<file path="src/rtl/pls_segment_scheduler.sv">
// pls_segment_scheduler: walks the segment table and, for each segment, runs
// one transaction on the shared (a - b) / lines calculator, then writes the
// resulting increment into the playback increment table. A segment with
// zero lines skips the calculator and writes 0. A calculator watchdog
// aborts the pass.
module pls_segment_scheduler #(
   parameter int DATA_SIZE = 32,
   parameter int SEG_NUM   = 16,
   parameter int ADDR_W    = 4,
   parameter int TIMEOUT   = 1024
) (
   input  logic                 aclk,
   input  logic                 aresetn,
   input  logic                 cfg_start,
   input  logic [ADDR_W:0]      cfg_seg_count,
   output logic [ADDR_W-1:0]    seg_rd_addr,
   input  logic [DATA_SIZE-1:0] seg_rd_a,
   input  logic [DATA_SIZE-1:0] seg_rd_b,
   input  logic [DATA_SIZE-1:0] seg_rd_lines,
   output logic                 calc_start,
   output logic [DATA_SIZE-1:0] calc_a,
   output logic [DATA_SIZE-1:0] calc_b,
   output logic [DATA_SIZE-1:0] calc_lines,
   input  logic                 calc_busy,
   input  logic [DATA_SIZE-1:0] calc_result,
   output logic                 inc_wr_en,
   output logic [ADDR_W-1:0]    inc_wr_addr,
   output logic [DATA_SIZE-1:0] inc_wr_data,
   output logic                 busy,
   output logic                 done,
   output logic                 err_zero_lines,
   output logic                 err_timeout
);

   localparam int CNT_W = ADDR_W + 1;
   localparam int WD_W  = $clog2(TIMEOUT + 1);
   localparam logic [CNT_W-1:0] SEG_MAX = CNT_W'(SEG_NUM);
   // Watchdog fires in the TIMEOUT-th cycle spent in a wait state
   localparam logic [WD_W-1:0]  WD_LAST = WD_W'(TIMEOUT - 1);

   typedef enum logic [2:0] {
      S_IDLE, S_FETCH, S_LATCH, S_REQ, S_WAIT, S_WRITE, S_RELEASE, S_DONE
   } state_t;

   state_t                 state_q, state_d;
   logic [ADDR_W-1:0]      idx_q, idx_d;
   logic [CNT_W-1:0]       cnt_q, cnt_d;
   logic [WD_W-1:0]        wd_q, wd_d;
   logic [DATA_SIZE-1:0]   a_q, a_d;
   logic [DATA_SIZE-1:0]   b_q, b_d;
   logic [DATA_SIZE-1:0]   lines_q, lines_d;
   logic [DATA_SIZE-1:0]   wdata_q, wdata_d;
   logic                   ez_q, ez_d;
   logic                   et_q, et_d;
   logic                   last_seg;
   logic                   lines_zero;

   // Index is compared in count width so count == SEG_NUM still terminates
   assign last_seg   = ({1'b0, idx_q} == (cnt_q - CNT_W'(1)));
   // Both +0.0 and -0.0 count as zero lines
   assign lines_zero = (seg_rd_lines[DATA_SIZE-2:0] == '0);

   // State and datapath registers
   always_ff @(posedge aclk or negedge aresetn) begin
      if (!aresetn) begin
         state_q <= S_IDLE;
         idx_q   <= '0;
         cnt_q   <= '0;
         wd_q    <= '0;
         a_q     <= '0;
         b_q     <= '0;
         lines_q <= '0;
         wdata_q <= '0;
         ez_q    <= 1'b0;
         et_q    <= 1'b0;
      end else begin
         state_q <= state_d;
         idx_q   <= idx_d;
         cnt_q   <= cnt_d;
         wd_q    <= wd_d;
         a_q     <= a_d;
         b_q     <= b_d;
         lines_q <= lines_d;
         wdata_q <= wdata_d;
         ez_q    <= ez_d;
         et_q    <= et_d;
      end
   end

   // Next-state, segment walk, watchdog and error flags
   always_comb begin
      state_d = state_q;
      idx_d   = idx_q;
      cnt_d   = cnt_q;
      wd_d    = wd_q;
      a_d     = a_q;
      b_d     = b_q;
      lines_d = lines_q;
      wdata_d = wdata_q;
      ez_d    = ez_q;
      et_d    = et_q;
      case (state_q)
         S_IDLE: begin
            if (cfg_start) begin
               cnt_d   = (cfg_seg_count > SEG_MAX) ? SEG_MAX : cfg_seg_count;
               idx_d   = '0;
               ez_d    = 1'b0;
               et_d    = 1'b0;
               state_d = (cnt_d == '0) ? S_DONE : S_FETCH;
            end
         end
         S_FETCH: state_d = S_LATCH;
         S_LATCH: begin
            a_d     = seg_rd_a;
            b_d     = seg_rd_b;
            lines_d = seg_rd_lines;
            if (lines_zero) begin
               ez_d    = 1'b1;
               wdata_d = '0;
               state_d = S_WRITE;
            end else begin
               wd_d    = '0;
               state_d = S_REQ;
            end
         end
         S_REQ: begin
            if (calc_busy) begin
               wd_d    = '0;
               state_d = S_WAIT;
            end else if (wd_q == WD_LAST) begin
               et_d    = 1'b1;
               state_d = S_DONE;
            end else begin
               wd_d = wd_q + WD_W'(1);
            end
         end
         S_WAIT: begin
            if (!calc_busy) begin
               wdata_d = calc_result;
               state_d = S_WRITE;
            end else if (wd_q == WD_LAST) begin
               et_d    = 1'b1;
               state_d = S_DONE;
            end else begin
               wd_d = wd_q + WD_W'(1);
            end
         end
         S_WRITE: state_d = S_RELEASE;
         S_RELEASE: begin
            if (last_seg) begin
               state_d = S_DONE;
            end else begin
               idx_d   = idx_q + ADDR_W'(1);
               state_d = S_FETCH;
            end
         end
         S_DONE:  state_d = S_IDLE;
         default: state_d = S_IDLE;
      endcase
   end

   // Outputs decoded from state; operands held in registers across the transaction
   always_comb begin
      calc_start     = (state_q == S_REQ) || (state_q == S_WAIT);
      inc_wr_en      = (state_q == S_WRITE);
      busy           = (state_q != S_IDLE) && (state_q != S_DONE);
      done           = (state_q == S_DONE);
      seg_rd_addr    = idx_q;
      inc_wr_addr    = idx_q;
      inc_wr_data    = wdata_q;
      calc_a         = a_q;
      calc_b         = b_q;
      calc_lines     = lines_q;
      err_zero_lines = ez_q;
      err_timeout    = et_q;
   end

endmodule

</file>
<file path="config.mk">
export PLATFORM = sky130hd
export DESIGN_NAME = pls_segment_scheduler
export DESIGN_NICKNAME = d
export VERILOG_FILES = /design/src/rtl/pls_segment_scheduler.sv
export SDC_FILE = /design/constraint.sdc
export NUM_CORES = 1
export LEC_CHECK = 0
export ABC_AREA = 1
export ABC_CLOCK_PERIOD_IN_PS = 1700
export CAP_MARGIN = 10
export CORE_MARGIN = 2
export CORE_UTILIZATION = 39
export CTS_CLUSTER_SIZE = 40
export DETAILED_ROUTE_END_ITERATION = 7
export PLACE_DENSITY = 0.81
export SETUP_SLACK_MARGIN = 0.15
export SLEW_MARGIN = 20
export SYNTH_ARGS = -nofsm -noshare
export SYNTH_HDL_FRONTEND = slang
export SYNTH_SLANG_ARGS = --single-unit
</file>
<file path="constraint.sdc">
create_clock -name aclk -period 1.7 [get_ports aclk]
set_clock_uncertainty 0.15 [all_clocks]
set_input_delay 0.17 -clock aclk [delete_from_list [all_inputs] [get_ports aclk]]
set_output_delay 0.17 -clock aclk [all_outputs]
set_load 0.01 [all_outputs]
</file>
=== After elaboration in Yosys (flattened, before gate mapping) ===
Index checks and enable logic that the tools add are counted.

* Add/sub/neg operators: 3
* Shift operators: 0
* Bitwise gates (word level): 0
* Multiplexer cells: 27
* Magnitude comparators: 1
* Div/mod/pow operators: 0
* Reductions and logical operators: 17
* Multipliers: 0
* Equal/unequal tests: 17

{| class="wikitable"
|+ Operator list
! kind !! number
|-
| $mux 32 || 2
|-
| $pmux 32 s2 || 1
|-
| $mux 11 || 4
|-
| $pmux 11 s3 || 1
|-
| $logic_not 31->1 || 1
|-
| $pmux 3 s8 || 1
|-
| $mux 3 || 7
|-
| $ne 2x2->1 const B || 7
|-
| $eq 3x3->1 const B || 4
|-
| $reduce_and 3->1 || 4
|-
| $add 11x1->11 const B || 1
|-
| $eq 11x10->1 const B || 1
|-
| $reduce_bool 3->1 || 3
|-
| $mux 4 || 2
|-
| $pmux 4 s2 || 1
|-
| $eq 3x2->1 const B || 2
|-
| $reduce_bool 2->1 || 3
|-
| $eq 4x5->1 || 1
|-
| $gt 5x5->1 const B || 1
|-
| $logic_not 5->1 || 1
|-
| $mux 1 || 5
|-
| $mux 5 || 1
|-
| $sub 5x1->5 const B || 1
|-
| $add 4x1->4 const B || 1
|-
| 9 further kinds || 9
|}

* Register bits after elaboration: 153
* Bits in latches: 0
* Bits of input ports: 137
* ROM bits: 0
* Memories kept: 0
* Bits in writable memories: 0

=== Longest topological paths before layout ===
Gate-level depths: netlist of run 1.

* Depth after elaboration: 6
* Gate-level depth with buffers: 13

=== Worst setup path before layout of run 1 ===
No wires, ideal clock.

* Kind: register to register
* Start point: reg state_q[2]
* End point: reg wdata_q[11], in the netlist inc_wr_data[11]
* Setup slack: -0.010 ns
* Cell stages (with the launch flop): 8
* Arrival time: 1.430 ns
* Clock period less this slack: 1.710 ns
* Path buffers: 1
* Cells stage by stage: dfrtp_1 inv_2 nand2_1 nor2_4 inv_2 o21ai_4 clkbuf_1 o21ai_0

* Longest elaborated chain between the ends: 3
* Elaborated cells on any way between the ends: 7
* Classes of those cells: eq/ne (4); mux (1); reduce/logical (2)

{| class="wikitable"
|+ Ends and longest elaborated chain
! element !! line !! text
|-
| start, declared || 45 || <nowiki>state_t state_q, state_d;</nowiki>
|-
| start signal, assigned || 77 || <nowiki>state_q <= state_d;</nowiki>
|-
| $eq 3x2->1 or $eq 3x3->1 (tied branches) || 102 || <nowiki>case (state_q)</nowiki>
|-
| $ne 2x2->1 (no line) or $reduce_bool 2->1 (tied branches) || - ||
|-
| $reduce_and 3->1 (no line) || - ||
|-
| end signal, assigned || 84 || <nowiki>wdata_q <= wdata_d;</nowiki>
|-
| end, declared || 52 || <nowiki>logic [DATA_SIZE-1:0] wdata_q, wdata_d;</nowiki>
|}

Parallel ways exist; a longest one is shown, timed or not.
A chain may end at the register's enable or synchronous reset.

=== Worst setup path in the final report of run 1 ===
* Start point: reg state_q[1]
* End point: reg wd_q[8]

* Longest elaborated chain between the ends: 3
* Elaborated cells on any way between the ends: 8
* Classes of those cells: eq/ne (5); mux (1); reduce/logical (2)

{| class="wikitable"
|+ Ends and longest elaborated chain
! element !! line !! text
|-
| $eq 3x2->1 or $eq 3x3->1 (tied branches) || 102 ||
|-
| $ne 2x2->1 (no line) or $reduce_bool 3->1 (tied branches) || - ||
|-
| $reduce_and 3->1 (no line) || - ||
|-
| end signal, assigned || 80 || <nowiki>wd_q <= wd_d;</nowiki>
|-
| end, declared || 48 || <nowiki>logic [WD_W-1:0] wd_q, wd_d;</nowiki>
|}

Parallel ways exist; a longest one is shown, timed or not.

==> metrics.md, run 1 <==
| Metric | Value |
|---|---|
| Adder-Cell Fraction of Synth Area | `0.00564` |
| Sw Ratio | `0.408` |
| Most common flop cell mapped by yosys | `sky130_fd_sc_hd__dfrtp_1` |
| Vias post-DR | `6961` |
| Switching power | `8.46 mW` |
| Area fraction of the dominant cell type after synthesis | `0.575` |
| Drt first pass iters | `5` |
| DRT Wirelength | `24.1 mm` |
| Fraction of synthesized area in multiplexers | `0` |
| Final hold slack | `129 ps` |
| Number of sinks on the clock net | `153` |
| Post-synth EDFFs | `0` |
| Highest ir drop seen on vdd | `1070 µV` |
| Most numerous cell in the Yosys netlist | `sky130_fd_sc_hd__nand2_1` |
| Reg2reg path depth | `9` |
| Final setup violation count | `57` |
| Critical-path top delay cell | `sky130_fd_sc_hd__dfrtp_1` |
| Max FO, Critical Path | `4` |
| Period Utilization, post-route | `1.05` |
| Flop2flop setup slack | `-90 ps` |
| Arrival time at the worst endpoint | `1930 ps` |
| Power density normalized to cell area | `1780 nW/µm²` |
| IO Count | `279` |
| Clock transition at the register clock pins on the worst setup and hold paths after CTS | `70 ps` |
| Worst Path Buf+Inv | `3` |
| WL per Instance | `16.9 µm` |
| Area share of and/or/nand/nor cells after synthesis | `0.316` |
| Pre-CTS worst setup slack | `-370 ps` |
| Post-Layout Inst Area | `11700 µm²` |
| Max transition margin | `0.669` |
| Source of the critical timing path | `state_q[1]` |
| Count of state elements after synthesis | `153` |
| Critical path cell sequence | `inv_1 > nand2_2 > nor2_2 > buf_4 > nand2_1 > nand2_2 > a21boi_4 > buf_4 > o21ai_0` |
| Area delta synth->final | `75.4%` |
| Xor/xnor cell area share of the yosys netlist | `0.00921` |
| Floorplan die width | `135 µm` |
| Cell count after synthesis | `836` |
| Post-synthesis sequential area ratio | `0.575` |
| Crit path required time | `1840 ps` |
| Max-cap violations | `0` |
| Antenna violations before repair | `1` |
| Worst path depth | `9` |
| Commonest cells in the netlist | `464 x sky130_fd_sc_hd__nand2_1, 153 x sky130_fd_sc_hd__dfrtp_1, 49 x sky130_fd_sc_hd__o21ai_0, 44 x sky130_fd_sc_hd__nor2_1, 34 x sky130_fd_sc_hd__inv_1` |
| Maximum root-to-sink buffer count | `2` |
| Buffer cell driving the clock tree root | `sky130_fd_sc_hd__clkbuf_16` |
| Cell variety after synth | `28` |
| Tot Pwr | `20.7 mW` |
| CP Capture Type | `flop` |
| Maximum achievable frequency | `559 MHz` |
| Gr ovfl total | `0` |
| Power share of the combinational group | `0.537` |
| Placement Cell Area | `10100 µm²` |
| Largest net degree at the start of global routing | `56` |
| Cell type with the highest aggregate area in the netlist | `sky130_fd_sc_hd__dfrtp_1` |
| Final core occ | `0.702` |
| Insertion delay of the later-clocked pin in the worst-skew pair | `420 ps` |
| Remaining design rule violation count | `0` |
| Main combinational cell family by area after synthesis | `simple AND/OR/NAND/NOR gates` |
| Starting utilization of the core area | `0.400` |
| First-pass GRT wire length | `33.3 mm` |
| Floorplan die area | `18100 µm²` |
| Measured slew at the worst slew-check pin | `496 ps` |
| Startpoint of the worst register-to-register path | `state_q[1]` |
| Via count of the first global-routing pass | `6829` |
| CP Capture Point | `wd_q[8]` |
| Startpoint Class | `flop` |
| DRC violation total after the first TritonRoute iteration | `450` |
| Violations in the final reports | `setup timing` |
| Die extent in y | `135 µm` |
| Core Rows | `47` |
| Number of buffers added by the clock tree synthesis step | `17` |
| Crit-path leading delay family | `simple AND/OR/NAND/NOR gates` |
| Antenna-violating nets left | `0` |
| Slowest Stage Delay on Critical Path | `420 ps` |
| Shortest clock period the worst path allows after layout | `1790 ps` |
| Pins Over Slew Limit | `0` |
| Min-delay worst type | `input port to async pin` |
| Nets@finish | `1327` |
| Result of the run | `finished with violations` |
| Average footprint of a synthesized cell | `7.96 µm²` |
| Share of the synthesized area in compound gates (AO/OA/AOI/OAI) | `0.0498` |
| Leakage | `6.10 nW` |
| Final number of hold-violating endpoints | `0` |
| Via density | `4.90` |
| Final WS setup | `-90.4 ps` |
| CTS H-tree depth | `4` |
| Number of nets produced by synthesis | `976` |
| Overall Global Routing Usage | `0.234` |
| Post-synthesis instance area | `6660 µm²` |
| Share of flip-flops with an asynchronous set or reset after synthesis | `1.00` |
| Pint | `12.3 mW` |
| Largest cells by area after synthesis | `sky130_fd_sc_hd__dfrtp_1 58%, sky130_fd_sc_hd__nand2_1 26%, sky130_fd_sc_hd__o21ai_0 3.7%, sky130_fd_sc_hd__nor2_1 2.5%, sky130_fd_sc_hd__inv_1 1.9%` |
| Placeable core region | `16600 µm²` |
| Synthesis Warnings | `0` |
| Endpoint of the worst register-to-register path | `wd_q[8]` |
| WS Path Type | `flop to flop` |
| Proportion of layout cells with a drive suffix above 1 | `0.230` |
| Routability Congestion | `0.850` |
| Count of port buffers added during placement | `278` |
| Clock power share | `0.173` |
| Setup repair after global routing missed its margin | `yes` |
| Share of power burned in registers | `0.290` |
| Detailed placement HPWL | `14.9 mm` |
| Total of fill cells in the finished design | `1229` |
| Clock tree from TritonCTS | `done` |
worst min path at each step:
stage	startpoint	to	slack [ps]	cells past startpoint
after floorplan	aresetn	calc_a[0]	-280	0
after global placement	aresetn	calc_a[27]	-4	1
after detailed placement	aresetn	calc_a[27]	-6	1
after CTS	aresetn	calc_a[27]	110	2
after global routing	seg_rd_b[18]	calc_b[18]	130	3
final	aresetn	calc_a[27]	130	2
worst register-to-register path: stages, from the launching register on:
cell	delay, ps
sky130_fd_sc_hd__dfrtp_1	420
sky130_fd_sc_hd__inv_1	120
sky130_fd_sc_hd__nand2_2	80
sky130_fd_sc_hd__nor2_2	100
sky130_fd_sc_hd__buf_4	140
sky130_fd_sc_hd__nand2_1	110
sky130_fd_sc_hd__nand2_2	150
sky130_fd_sc_hd__a21boi_4	210
sky130_fd_sc_hd__buf_4	140
sky130_fd_sc_hd__o21ai_0	60
registers in the layout (all words and copies together), names as in the netlist:
name	count
err_timeout	1
calc_a	32
wd_q	11
err_zero_lines	1
calc_b	32
inc_wr_addr	4
inc_wr_data	32
calc_lines	32
state_q	3
cnt_q	5
layer usage:
| layer | up-vias | wire length (µm) | global-route usage |
|---|---|---|---|
| met5 | - | 0 | 0 |
| met4 | 0 | 776 | 0.0795 |
| met3 | 57 | 1910 | 0.0848 |
| met2 | 294 | 12500 | 0.413 |
| met1 | 3322 | 8880 | 0.263 |
| li1 | 3288 | - | - |
area by class of cell:
| cell class | instances | area (µm²) | share of cell area |
|---|---|---|---|
| Sequential cell | 153 | 3830 | 0.328 |
| Antenna cell | 1 | 2.50 | 0.000214 |
| Tap cell | 220 | 275 | 0.0236 |
| Inverter | 36 | 140 | 0.0120 |
| Clock inverter | 13 | 113 | 0.00964 |
| Multi-Input combinational cell | 613 | 3160 | 0.270 |
| Timing Repair Buffer | 366 | 3710 | 0.318 |
| Clock buffer | 19 | 443 | 0.0379 |
cell usage in the layout (no fill, tap or decap), types with 4 or more instances in the layout:
| cell | netlist | routed |
|---|---|---|
| sky130_fd_sc_hd__nor2_4 | 1 | 8 |
| sky130_fd_sc_hd__dfrtp_2 | 0 | 5 |
| sky130_fd_sc_hd__o21ai_0 | 49 | 13 |
| sky130_fd_sc_hd__nand3_1 | 20 | 16 |
| sky130_fd_sc_hd__o21ai_2 | 0 | 4 |
| sky130_fd_sc_hd__o21ai_1 | 0 | 32 |
| sky130_fd_sc_hd__inv_1 | 34 | 25 |
| sky130_fd_sc_hd__nor2_2 | 1 | 7 |
| sky130_fd_sc_hd__inv_2 | 2 | 9 |
| sky130_fd_sc_hd__dlygate4sd2_1 | 0 | 133 |
| sky130_fd_sc_hd__buf_2 | 10 | 6 |
| sky130_fd_sc_hd__buf_16 | 0 | 4 |
| sky130_fd_sc_hd__nand2_2 | 0 | 67 |
| sky130_fd_sc_hd__buf_12 | 0 | 16 |
| sky130_fd_sc_hd__dfrtp_1 | 153 | 148 |
| sky130_fd_sc_hd__buf_4 | 4 | 48 |
| sky130_fd_sc_hd__clkinvlp_4 | 0 | 4 |
| sky130_fd_sc_hd__nor2_1 | 44 | 31 |
| sky130_fd_sc_hd__nand2_4 | 0 | 37 |
| sky130_fd_sc_hd__clkdlybuf4s50_1 | 0 | 135 |
| sky130_fd_sc_hd__nand4_1 | 9 | 9 |
| sky130_fd_sc_hd__buf_6 | 0 | 12 |
| sky130_fd_sc_hd__clkbuf_16 | 0 | 24 |
| sky130_fd_sc_hd__a21oi_1 | 4 | 4 |
| sky130_fd_sc_hd__nand2_1 | 464 | 359 |
power by group through the flow:
stage	clock (mW)	combinational, mW	sequential, mW
2_1_floorplan	0	3.52	6.62
3_3_place_gp	0	8.72	6.00
3_5_place_dp	0	8.92	6.03
4_1_cts	3.64	8.91	5.97
5_1_grt	3.78	12.0	6.17
6_report	3.58	11.1	6.01
repair_timing:
action / in CTS / in global routing
pin swaps: 8 / 48
setup buffers: 10 / 16
hold buffers: 1 / 0
gates cloned: 4 / 8
endpoints found under the hold margin: 153 / 0
gates resized for setup: 213 / 181
setup endpoints to repair: 280 / 149
stage by stage:
| stage | setup TNS, ps | instances |
|---|---|---|
| after floorplan | 0 | 836 |
| after global placement | -11970 | 1350 |
| after detailed placement | -14140 | 1350 |
| after CTS | -22.2 | 1397 |
| after global routing | -6760 | 1421 |
| final | -2270 | 1421 |
cell families (layout without fill, tap and decap cells):
logic type / count (synthesis) / count (layout)
xor+xnor: 7 / 7
buf+inv: 70 / 434
fa+ha+maj: 3 / 3
flops: 153 / 153
simple gates: 543 / 543
compound gates: 60 / 60
other cells: 0 / 1
No activity file was read; power rests on OpenSTA's default activity.
==> run 2, diff against run 1 <==
--- a/config.mk
+++ b/config.mk
@@ -8,11 +8,13 @@
 export ABC_AREA = 1
 export ABC_CLOCK_PERIOD_IN_PS = 1700
 export CAP_MARGIN = 10
+export CELL_PAD_IN_SITES_DETAIL_PLACEMENT = 1
+export CELL_PAD_IN_SITES_GLOBAL_PLACEMENT = 2
 export CORE_MARGIN = 2
-export CORE_UTILIZATION = 39
+export CORE_UTILIZATION = 21
 export CTS_CLUSTER_SIZE = 40
 export DETAILED_ROUTE_END_ITERATION = 7
-export PLACE_DENSITY = 0.81
+export PLACE_DENSITY_LB_ADDON = 0.1
 export SETUP_SLACK_MARGIN = 0.15
 export SLEW_MARGIN = 20
 export SYNTH_ARGS = -nofsm -noshare
==> metrics.md, run 2 (synthesis results as in run 1) <==
| Metric | Value |
|---|---|
| Proportion of layout cells with a drive suffix above 1 | `0.379 (+0.149)` |
| Critical-path top delay cell | `sky130_fd_sc_hd__dfrtp_1` |
| Post-Layout Inst Area | `13400 µm² (+15%)` |
| Die extent in y | `182 µm (+35%)` |
| WL per Instance | `17.1 µm (+0.97%)` |
| Starting utilization of the core area | `0.212 (-0.188)` |
| WS Path Type | `flop to flop` |
| Number of sinks on the clock net | `153 (unchanged)` |
| Flop2flop setup slack | `-50 ps (+40 ps)` |
| Vias post-DR | `6959 (-0.029%)` |
| Origin of the worst min-delay path | `seg_rd_b[24]` |
| Measured slew at the worst slew-check pin | `586 ps (+89.6 ps)` |
| Overall Global Routing Usage | `0.169 (-0.0653)` |
| Setup repair after global routing missed its margin | `yes` |
| Arrival time at the worst endpoint | `1980 ps (+50 ps)` |
| Power density normalized to cell area | `1830 nW/µm² (+3.2%)` |
| Final setup violation count | `40 (-30%)` |
| Largest net degree at the start of global routing | `51 (-8.9%)` |
| DRT Wirelength | `28.4 mm (+18%)` |
| IO Count | `279 (unchanged)` |
| Final number of hold-violating endpoints | `0 (unchanged)` |
| Final hold slack | `122 ps (-7.29 ps)` |
| Count of port buffers added during placement | `278 (unchanged)` |
| Placeable core region | `31400 µm² (+89%)` |
| Area delta synth->final | `102%` |
| Via density | `4.19 (-14%)` |
| Most common library cell in the layout ignoring fill and taps | `sky130_fd_sc_hd__nand2_1` |
| Endpoint of the worst register-to-register path | `calc_lines[0]` |
| Floorplan die area | `33100 µm² (+83%)` |
| Drt first pass iters | `4 (-1)` |
| Critical path cell sequence | `inv_2 > nand2_4 > nor2_4 > buf_6 > buf_12 > buf_12 > buf_12 > buf_16 > nand2_2 > nand2_1` |
| Min-delay worst type | `input port to flop` |
| Max transition margin | `0.609 (-0.0597)` |
| DRC violation total after the first TritonRoute iteration | `238 (-47%)` |
| CP Capture Point | `calc_lines[0]` |
| Slowest Stage Delay on Critical Path | `390 ps (-30 ps)` |
| Pins Over Slew Limit | `0 (unchanged)` |
| Remaining design rule violation count | `0 (unchanged)` |
| Clock transition at the register clock pins on the worst setup and hold paths after CTS | `70 ps (about the same)` |
| Shortest clock period the worst path allows after layout | `1750 ps (-40.9 ps)` |
| Max FO, Critical Path | `7 (+3)` |
| Antenna-violating nets left | `0 (unchanged)` |
| Antenna violations before repair | `3 (+2)` |
| Detailed placement HPWL | `18.5 mm (+25%)` |
| Insertion delay of the later-clocked pin in the worst-skew pair | `440 ps (+20 ps)` |
| Startpoint Class | `flop` |
| Nets@finish | `1382 (+4.1%)` |
| Floorplan die width | `182 µm (+35%)` |
| Number of buffers added by the clock tree synthesis step | `17 (unchanged)` |
| Total of fill cells in the finished design | `3571 (+190%)` |
| Leakage | `6.65 nW (+9.0%)` |
| Crit path required time | `1930 ps (+90 ps)` |
| Tot Pwr | `24.6 mW (+19%)` |
| Sequential standard cell area | `3830 µm² (about the same)` |
| Source of the critical timing path | `state_q[2]` |
| Startpoint of the worst register-to-register path | `state_q[2]` |
| Final WS setup | `-49.5 ps (+40.9 ps)` |
| Gr ovfl total | `0 (unchanged)` |
| Core Rows | `65 (+38%)` |
| Final core occ | `0.428 (-0.274)` |
| Routability Congestion | `0.730 (-14%)` |
| Period Utilization, post-route | `1.03 (-0.0240)` |
| Pre-CTS worst setup slack | `-411 ps (-41.2 ps)` |
| Highest ir drop seen on vdd | `798 µV (-25%)` |
| Max-cap violations | `0 (unchanged)` |
| First-pass GRT wire length | `42.6 mm (+28%)` |
| Via count of the first global-routing pass | `7439 (+8.9%)` |
| Buffer cell driving the clock tree root | `sky130_fd_sc_hd__clkbuf_16` |
| Maximum achievable frequency | `572 MHz (+2.3%)` |
| Area of the multi-input gates | `3780 µm² (+20%)` |
| Maximum root-to-sink buffer count | `2 (unchanged)` |
| CTS H-tree depth | `4 (unchanged)` |
| Placement Cell Area | `10500 µm² (+4.8%)` |
| Clock tree from TritonCTS | `done` |
| CP Capture Type | `flop` |
| Crit path top cell by count | `sky130_fd_sc_hd__buf_12` |
| Leading cell types in the layout, fill and taps excluded | `230 x sky130_fd_sc_hd__nand2_1, 153 x sky130_fd_sc_hd__nand2_2, 150 x sky130_fd_sc_hd__dfrtp_1` |
| Violations in the final reports | `setup timing` |
| Result of the run | `finished with violations` |
| Reg2reg path depth | `10 (+1)` |
[run 2: cell count changes in the layout (fill, tap and decap cells not counted), moves of 4 or more]
cell                      delta
sky130_fd_sc_hd__a21oi_1     -4
sky130_fd_sc_hd__a21oi_2     +4
sky130_fd_sc_hd__buf_16     +18
sky130_fd_sc_hd__buf_4      +20
sky130_fd_sc_hd__buf_6      +14
sky130_fd_sc_hd__nand2_1   -129
sky130_fd_sc_hd__nand2_2    +86
sky130_fd_sc_hd__nand2_4    +44
sky130_fd_sc_hd__nand3_1     -8
sky130_fd_sc_hd__nand3_2     +8
sky130_fd_sc_hd__o21ai_0     -6
sky130_fd_sc_hd__o21ai_1     +8
[run 2: worst max-delay path: cells and delay by family (launching register included)]
family,cells,cell delay [ps]
flops,1,390
simple gates,4,330
buf+inv,6,820
[run 2: repair_timing]
action / 4_1_cts / 5_1_grt
hold buffers: 1 / 0
cloned: 16 / 9
pin swaps: 79 / 94
setup buffers: 32 / 10
endpoints found under the setup margin: 287 / 163
gates resized for setup: 392 / 218
hold endpoints to repair: 93 / 0
[run 2: stage by stage]
step,instances,TNS [ps]
2_1_floorplan,836,0
3_3_place_gp,1557,-16850
3_5_place_dp,1557,-17210
4_1_cts,1638,-31.7
5_1_grt,1657,-7900
6_report,1659,-1240
[run 2: layout make-up]
cell class | instances | share of cell area
well taps | 402 | 0.0375
clock buffers | 18 | 0.0327
flip-flops and latches | 153 | 0.286
multi-input cells | 613 | 0.281
repair buffers | 421 | 0.339
inverters | 36 | 0.0106
diodes | 2 | 0.000373
clock inverters | 14 | 0.0128
[run 2: layer usage]
metal,GRT usage,routed length (µm)
met5,0,10
met1,0.202,11600
met2,0.278,14000
met4,0.0355,190
met3,0.0808,2540
[run 2: worst min-delay path by stage]
stage,to,slack (ps),cells past startpoint
2_1_floorplan,calc_a[0],-280,0
3_3_place_gp,calc_a[19],50,1
3_5_place_dp,calc_a[19],50,1
4_1_cts,calc_b[12],90,3
5_1_grt,calc_a[4],100,3
6_report,calc_b[24],120,3
[run 2: where the power goes]
part           switching (mW)  internal, mW
Combinational            6.98          7.22
Clock                    1.68          2.36
Sequential               1.19          5.15
